--- src/rtl/viterbi_pkg.sv ---
// Shared definitions for the K=3, rate-1/2 convolutional code (G0=111, G1=101).
// Encoder and decoder both import this so the coded bit order lives in one place.
package viterbi_pkg;

    localparam int unsigned K          = 3;
    localparam int unsigned NUM_STATES = 4;
    localparam logic [K-1:0] G0 = 3'b111;
    localparam logic [K-1:0] G1 = 3'b101;

    // state = {s1,s0}; taps are ordered {d, s0, s1} against the generator bits.
    function automatic logic [1:0] exp_out(input logic [1:0] state, input logic d);
        logic [K-1:0] taps;
        taps = {d, state[0], state[1]};
        return {^(taps & G0), ^(taps & G1)};
    endfunction

    function automatic logic [1:0] hamming2(input logic [1:0] a, input logic [1:0] b);
        logic [1:0] x;
        x = a ^ b;
        return {1'b0, x[0]} + {1'b0, x[1]};
    endfunction

endpackage

--- src/rtl/viterbi_decoder_k3_if.sv ---
// Serial coded-bit input and decoded-bit output of the K=3 Viterbi decoder.
interface viterbi_decoder_k3_if;

    logic code_in;
    logic code_valid;
    logic data_out;
    logic data_valid;

    modport master (
        output code_in,
        output code_valid,
        input  data_out,
        input  data_valid
    );

    modport slave (
        input  code_in,
        input  code_valid,
        output data_out,
        output data_valid
    );

endinterface

--- src/rtl/viterbi_acs.sv ---
// Add-compare-select for one trellis state; ties go to the {0,a} predecessor.
module viterbi_acs #(
    parameter int unsigned PM_W = 6
) (
    input  logic [PM_W-1:0] pm0,
    input  logic [PM_W-1:0] pm1,
    input  logic [1:0]      bm0,
    input  logic [1:0]      bm1,
    output logic [PM_W-1:0] pm_new,
    output logic            dec
);

    logic [PM_W-1:0] cand0;
    logic [PM_W-1:0] cand1;

    always_comb begin
        cand0  = pm0 + PM_W'(bm0);
        cand1  = pm1 + PM_W'(bm1);
        dec    = (cand1 < cand0);
        pm_new = dec ? cand1 : cand0;
    end

endmodule

--- src/rtl/viterbi_decoder_k3.sv ---
// Hard-decision register-exchange Viterbi decoder for the K=3 rate-1/2 code.
// Output latency is TB_LEN pairs; the first TB_LEN pairs only fill the survivors.
module viterbi_decoder_k3
    import viterbi_pkg::*;
#(
    parameter int unsigned TB_LEN  = 16,
    parameter int unsigned PM_W    = 6,
    parameter int unsigned PM_INIT = 16
) (
    input logic                 clk,
    input logic                 reset,
    viterbi_decoder_k3_if.slave bus
);

    localparam int unsigned FILL_W = $clog2(TB_LEN + 1);
    localparam logic [FILL_W-1:0] FILL_MAX = FILL_W'(TB_LEN);

    logic              phase_q;
    logic              held_q;
    logic [PM_W-1:0]   pm_q [NUM_STATES];
    logic [TB_LEN-1:0] path_q [NUM_STATES];
    logic [FILL_W-1:0] fill_q;
    logic              data_out_q;
    logic              data_valid_q;

    logic [1:0]            rx_pair;
    logic [1:0]            bm0 [NUM_STATES];
    logic [1:0]            bm1 [NUM_STATES];
    logic [PM_W-1:0]       pm_raw [NUM_STATES];
    logic [NUM_STATES-1:0] dec;
    logic [PM_W-1:0]       pm_min;
    logic [1:0]            best;
    logic [1:0]            win;
    logic [TB_LEN-1:0]     path_next [NUM_STATES];

    assign rx_pair = {held_q, bus.code_in};

    // New state {a,b} is reached from {0,a} or {1,a} with input bit b.
    always_comb begin
        for (int ns = 0; ns < NUM_STATES; ns++) begin
            bm0[ns] = hamming2(rx_pair, exp_out({1'b0, 1'(ns >> 1)}, 1'(ns & 1)));
            bm1[ns] = hamming2(rx_pair, exp_out({1'b1, 1'(ns >> 1)}, 1'(ns & 1)));
        end
    end

    for (genvar g = 0; g < NUM_STATES; g++) begin : g_acs
        viterbi_acs #(
            .PM_W(PM_W)
        ) u_acs (
            .pm0   (pm_q[g / 2]),
            .pm1   (pm_q[g / 2 + 2]),
            .bm0   (bm0[g]),
            .bm1   (bm1[g]),
            .pm_new(pm_raw[g]),
            .dec   (dec[g])
        );
    end

    always_comb begin
        pm_min = pm_raw[0];
        best   = 2'd0;
        win    = 2'd0;
        for (int i = 1; i < NUM_STATES; i++) begin
            if (pm_raw[i] < pm_min) pm_min = pm_raw[i];
            if (pm_q[i] < pm_q[best]) best = 2'(i);
        end
        for (int ns = 0; ns < NUM_STATES; ns++) begin
            win           = {dec[ns], 1'(ns >> 1)};
            path_next[ns] = {path_q[win][TB_LEN-2:0], 1'(ns & 1)};
        end
    end

    always_ff @(posedge clk) begin
        if (!reset) begin
            phase_q      <= 1'b0;
            held_q       <= 1'b0;
            fill_q       <= '0;
            data_out_q   <= 1'b0;
            data_valid_q <= 1'b0;
            for (int i = 0; i < NUM_STATES; i++) begin
                path_q[i] <= '0;
                pm_q[i]   <= (i == 0) ? '0 : PM_W'(PM_INIT);
            end
        end else begin
            data_valid_q <= 1'b0;
            if (bus.code_valid) begin
                if (!phase_q) begin
                    held_q  <= bus.code_in;
                    phase_q <= 1'b1;
                end else begin
                    phase_q <= 1'b0;
                    for (int i = 0; i < NUM_STATES; i++) begin
                        pm_q[i]   <= pm_raw[i] - pm_min;
                        path_q[i] <= path_next[i];
                    end
                    // Output uses the pre-update survivors of the best pre-update state.
                    if (fill_q == FILL_MAX) begin
                        data_out_q   <= path_q[best][TB_LEN-1];
                        data_valid_q <= 1'b1;
                    end else begin
                        fill_q <= fill_q + 1'b1;
                    end
                end
            end
        end
    end

    assign bus.data_out   = data_out_q;
    assign bus.data_valid = data_valid_q;

endmodule
--- src/flat_wrapper.sv ---
// flat-port wrapper written by rule: the top's interface ports become plain ports
module viterbi_decoder_k3_flat import viterbi_pkg::*;
#(
    parameter int unsigned TB_LEN  = 16,
    parameter int unsigned PM_W    = 6,
    parameter int unsigned PM_INIT = 16
)
  (clk, reset, bus_code_in, bus_code_valid, bus_data_out, bus_data_valid);
  viterbi_decoder_k3_if bus_i ();
  input logic clk;
  input logic reset;
  input wire logic [$bits(bus_i.code_in)-1:0] bus_code_in;
  input wire logic [$bits(bus_i.code_valid)-1:0] bus_code_valid;
  output wire logic [$bits(bus_i.data_out)-1:0] bus_data_out;
  output wire logic [$bits(bus_i.data_valid)-1:0] bus_data_valid;
  assign bus_i.code_in = bus_code_in;
  assign bus_i.code_valid = bus_code_valid;
  assign bus_data_out = bus_i.data_out;
  assign bus_data_valid = bus_i.data_valid;
  viterbi_decoder_k3 #(.TB_LEN(TB_LEN), .PM_W(PM_W), .PM_INIT(PM_INIT)) u_core (.clk(clk), .reset(reset), .bus(bus_i));
endmodule
--- config.mk ---
export PLATFORM = sky130hd
export DESIGN_NAME = viterbi_decoder_k3_flat
export DESIGN_NICKNAME = d
export VERILOG_FILES = /design/src/rtl/viterbi_pkg.sv /design/src/rtl/viterbi_decoder_k3_if.sv /design/src/rtl/viterbi_acs.sv /design/src/rtl/viterbi_decoder_k3.sv /design/src/flat_wrapper.sv
export SDC_FILE = /design/constraint.sdc
export NUM_CORES = 1
export LEC_CHECK = 0
export ABC_CLOCK_PERIOD_IN_PS = 26000
export CELL_PAD_IN_SITES_DETAIL_PLACEMENT = 0
export CELL_PAD_IN_SITES_GLOBAL_PLACEMENT = 1
export CORE_ASPECT_RATIO = 2
export CORE_MARGIN = 3
export CORE_UTILIZATION = 55
export DETAILED_ROUTE_END_ITERATION = 8
export PLACE_DENSITY = 0.95
export SETUP_SLACK_MARGIN = 0.2
export SLEW_MARGIN = 5
export SYNTH_ARGS = -nofsm -noshare
export SYNTH_HDL_FRONTEND = slang
export SYNTH_SLANG_ARGS = --single-unit
--- constraint.sdc ---
create_clock -name clk -period 26 [get_ports clk]
set_input_delay 6.5 -clock clk [delete_from_list [all_inputs] [get_ports clk]]
set_output_delay 6.5 -clock clk [all_outputs]
set_load 0.1 [all_outputs]
## Word-level counts from Yosys, hierarchy flattened

Memory sizes are Yosys's and may differ from the RTL's. A register that Yosys moved wholly into a read port is not among the register bits.
Index checks and enable logic that the tools add are counted.
W data, S select, Z words.

- Bits of input ports: 4
- ROM bits: 0
- Logic and storage cells: 77
- Bits in latches: 0
- RAM bits: 88
- Memories kept: 2
- Output and inout bits: 2
- Flip-flop bits (word level): 8

Memories:

| name | words | width | read ports | clocked after Yosys merged registers in | write ports | line | text |
|---|---|---|---|---|---|---|---|
| u_core.path_q | 4 | 16 | 5 | 1 | 4 | viterbi_decoder_k3.sv:21 | `logic [TB_LEN-1:0] path_q [NUM_STATES];` |
| u_core.pm_q | 4 | 6 | 6 | 0 | 4 | viterbi_decoder_k3.sv:20 | `logic [PM_W-1:0] pm_q [NUM_STATES];` |

- Div/mod/pow operators: 0
- $lt $le $gt $ge: 10
- Reduce and logical (&&, ||, !) cells: 5
- Bitwise operators: 13
- Equality and inequality tests: 1
- $add $sub $neg: 17
- Mux-type cells: 25
- Shift operators: 0
- Multipliers: 0

Operator list:

| operator | number |
|---|---|
| $mux W6 | 11 |
| $mux W16 | 4 |
| $lt A6 B6 Y1 | 10 |
| $add A6 B2 Y6 | 8 |
| $sub A6 B6 Y6 | 4 |
| $reduce_and A3 Y1 | 3 |
| $add A1 B1 Y2 | 4 |
| $mux W1 | 8 |
| $or A1 B1 Y1 | 8 |
| $add A5 B1 Y5 const B | 1 |
| $eq A5 B5 Y1 const B | 1 |
| $mux W2 | 2 |
| $not A1 Y1 | 4 |
| $not A2 Y2 | 1 |
| $reduce_and A2 Y1 | 1 |
| $logic_not A1 Y1 | 1 |

## Depth between registers and ports, before layout

- Depth after elaboration: 13
- Mapped depth: 49

## By module

From an unflattened synthesis, not the netlist that was laid out.

- Cells, all modules: 831
- Area, all modules: 8069.0 sq um

Modules (own cells, without submodules):

| module | cells an instance | area an instance (sq um) | times used |
|---|---|---|---|
| viterbi_decoder_k3 | 631 | 6317.3 | 1 |
| viterbi_acs (u_core.g_acs[2].u_acs ...) | 50 | 439.2 | 2 |
| viterbi_acs (u_core.g_acs[0].u_acs ...) | 50 | 436.7 | 2 |

## Worst setup path before layout

OpenSTA, ideal clock, no wires.

- Kind: input port to flip-flop
- From: in bus_code_in
- To: mem u_core.pm_q[0][2] (data pin)
- Buffers on the path: 3
- Required time: 25.853 ns
- Slack: 10.982 ns
- Data arrival time: 14.871 ns
- Stages on the path: 43
- Path through: inv_1 -> ha_1 -> ha_1 -> a22oi_1 -> xnor2_1 -> ha_1 -> a21oi_1 -> o21ai_0 -> maj3_2 -> o211ai_1 -> and2_1 -> buf_2 -> nor2_1 -> a21oi_1 -> inv_1 -> ha_1 -> nand2_1 -> a31o_2 -> [... 7 more ...] -> a221oi_1 -> o22ai_2 -> mux2i_4 -> a21o_1 -> mux2_2 -> ha_1 -> nor2_1 -> a311o_1 -> mux2i_1 -> o211ai_4 -> and2_1 -> buf_2 -> a21oi_1 -> ha_1 -> inv_1 -> ha_1 -> or4_1 -> a21oi_1

RTL lines:

| what | line | text |
|---|---|---|
| from (decl) | flat_wrapper.sv:12 | `input wire logic [$bits(bus_i.code_in)-1:0] bus_code_in;` |
| to (decl) | viterbi_decoder_k3.sv:20 |  |

==> results.cfg <==
[logic_synthesis]
syn_inst = 869
synth_edf_count = 83
postSynthAreaPerCell_sq_um = 9.33
synthFlopType = edfxtp_1
synth_warnings = 0
ys_types = 88
synth_nets = 946
async_reset_ff_frac = 0
synth_area_sq_um = 8110
yosysSeqAreaShare = 0.332
ys_ff_latch = 93

[finish]
utilization = 0.597
num-fill-cells = 1276
final_nets = 939
syn_to_final_growth_pct = 6.14
drive_gt1_frac = 0.0715
n_antenna_cell = 0

[min_path]
min_from = u_core.path_q[1][0]$_SDFFE_PP1N_
hold_path_class = flip-flop to flip-flop
min_to = u_core.path_q[1][0]$_SDFFE_PP1N_
hold-path-cell-count = 1

[detailed_routing]
ant_nets = 0
drt_iter0_markers = 358
first_pass_iters = 5
vias = 6533
wl_per_cell_um = 20.5
wirelength_mm = 21.7
via_per_inst = 6.17
drc = 0

[floorplan]
coreArea_sq_um = 14400
rows = 62
die_h_um = 178
io_pins = 6
die_width_um = 91.9
dieArea_sq_um = 16300
initial_utilization = 0.562

[clocking]
cts.clk_slew.worst_paths_ns = 0.07
clock_tree.buffer_depth = 2
clock_latency_ns = 0.35
post_cts_buffers = 0
cts_tree = yes
hold_buffers = 0
clock-root-buffer = clkbuf_16
cts_resized = 0
cts_buffers = 9
htree_num_levels = 3
clock_sinks = 93

[critical_path]
critPathArrivalTime_ns = 17.03
r2r-end = u_core.pm_q[3][4]$_SDFFCE_PN1P_
r2r_slack_ns = 15.35
endpoint_kind = flip-flop
crit_required_ns = 26.07
r2r_start = u_core.held_q$_SDFFE_PN0P_
reg2reg_depth = 44
crit_path_top_delay_cell = and2_1
cp-start-kind = primary input
criticalPathCategory = primary input to flip-flop
cpMostUsedCell = ha_1
cp_slowest_stage_delay_ns = 0.70
crit_fanout = 19

[timing]
fin_worst_skew_ns = 0.0123
setup-violations-final = 0
fmax_mhz = 58.9
fin_crit_ns = 16.96
report.final.slew_viol_count = 0
worst_slew_pin_slew_ns = 1.06
final_hold_viol_count = 0
slew-limit-headroom = 0.290
fin_tns_setup_ns = 0
layout_setup_ws_ns = 9.04
rsz0062_at_grt = no
timing.final.crit_share = 0.652
whs_ns = 0.511

[place]
io_buffers = 5
globalplace.congestion = 0.985
post-dp-hpwl_mm = 16.8
dp_worst_setup_slack_ns = 8.78

[global_routing]
grt_antenna_before_repair = 0
grt.total_usage = 0.274
grt_max_degree = 84
overflow = 0
grt_first_pass_wirelength_mm = 34.0
grt_pass1_vias = 6582

[run_status]
status = complete, no violations

[flow_run]
cap_violations = 0
==> routing by layer <==
layer  track usage  vias to the layer above  wire (um)
met3        0.0289                       98        469
met5             0                        -          0
met1         0.254                     3129       7240
met4         0.225                        0       1990
met2         0.522                      168      12000
li1              -                     3138          -
==> sequential cells by signal, summed over array words and instances (netlist names) <==
| register | cells |
|---|---|
| u_core.path_q | 60 |
| u_core.pm_q | 24 |
| u_core.fill_q | 5 |
| u_core.bus.data_out | 1 |
| u_core.bus.data_valid | 1 |
| u_core.held_q | 1 |
| u_core.phase_q | 1 |
==> Yosys cell counts, types with 5 or more instances <==
cell type	count	area (sq um)
xor2_1	19	166
nor2_1	93	349
nand2_1	78	293
nor2b_1	11	68.8
o21ai_1	5	25.0
edfxtp_1	83	2490
a21oi_1	52	260
o211ai_1	8	60.1
a31oi_1	13	81.3
and2_1	19	119
nor3_1	8	40.0
nand2b_1	9	56.3
or3_1	10	62.6
a21o_1	23	173
ha_1	69	863
clkbuf_1	19	71.3
a211oi_1	9	67.6
dfxtp_1	10	200
nand3_1	9	45.0
and3_1	8	50.1
buf_2	6	30.0
xnor2_1	34	298
inv_1	55	206
o21ai_0	29	145
o21a_1	10	75.1
mux2i_1	65	651
==> stage by stage <==
step	area, sq um	instances
4_1_cts	8610	1059
3_5_place_dp	8340	1043
6_report	8610	1059
2_1_floorplan	8110	869
5_1_grt	8610	1059
3_3_place_gp	8340	1043
==> final cells by class <==
type / count / area [sq um] / area share
Multi-Input combinational cell: 690 / 5090 / 0.592
Sequential cell: 93 / 2690 / 0.313
Tap cell: 192 / 240 / 0.0279
Clock buffer: 10 / 229 / 0.0266
Inverter: 55 / 206 / 0.0240
Timing Repair Buffer: 13 / 110 / 0.0128
Clock inverter: 6 / 37.5 / 0.00436
==> cell usage in the layout, fill, tap and decap left out, drive strengths merged, types with 6 or more instances in the layout <==
master,synthesis,layout
a21o,25,25
and3,8,8
buf,11,8
mux2i,68,68
xor2,20,20
nand3,9,9
o211ai,9,9
a21oi,54,54
nand2,79,79
clkbuf,20,10
xnor2,35,35
a21boi,7,7
edfxtp,83,83
or3,10,10
nor3,9,9
nor2,94,94
a31oi,13,13
inv,55,56
ha,69,69
o21ai,36,36
and2,20,20
o21a,10,10
dfxtp,10,10
a211oi,11,11
nor2b,11,11
nand2b,9,9
o22ai,6,6
==> cells by family (layout without fill, tap and decap cells) <==
family | Yosys count | in the layout | share of synthesized area
adders and majority gates | 77 | 77 | 0.121
buffers and inverters | 86 | 84 | 0.0423
DFF | 93 | 93 | 0.332
xor gates and xnor gates | 55 | 55 | 0.0612
muxes | 73 | 73 | 0.0960
and+or+nand+nor | 266 | 266 | 0.154
AOI/OAI and AO/OA | 219 | 219 | 0.193
==> how the worst max path moves through the flow <==
| stage | startpoint | to | slack, ns | cells after the start |
|---|---|---|---|---|
| 3_3_place_gp | bus_code_in | u_core.pm_q[3][4]$_SDFFCE_PN1P_ | 9.05 | 45 |
| 3_5_place_dp | bus_code_in | u_core.pm_q[3][4]$_SDFFCE_PN1P_ | 8.78 | 45 |
| 2_1_floorplan | bus_code_in | u_core.pm_q[0][2]$_SDFFCE_PN0P_ | 10.98 | 43 |
| 5_1_grt | bus_code_in | u_core.pm_q[3][4]$_SDFFCE_PN1P_ | 8.14 | 45 |
| 6_report | bus_code_in | u_core.pm_q[3][4]$_SDFFCE_PN1P_ | 9.04 | 45 |
| 4_1_cts | bus_code_in | u_core.pm_q[3][4]$_SDFFCE_PN1P_ | 9.12 | 45 |
==> worst max-delay path: cells and delay by family <==
family	cells	cell delay, ns
multiplexers	2	0.36
AO/OA/AOI/OAI	21	4.65
AND/OR/NAND/NOR	7	1.49
buffers and inverters	5	1.07
XOR/XNOR	1	0.25
adder cells (fa/ha/maj)	9	2.69
Power is not shown: default switching activity piles up to over one toggle a cycle in this logic, so the estimate is an artifact.
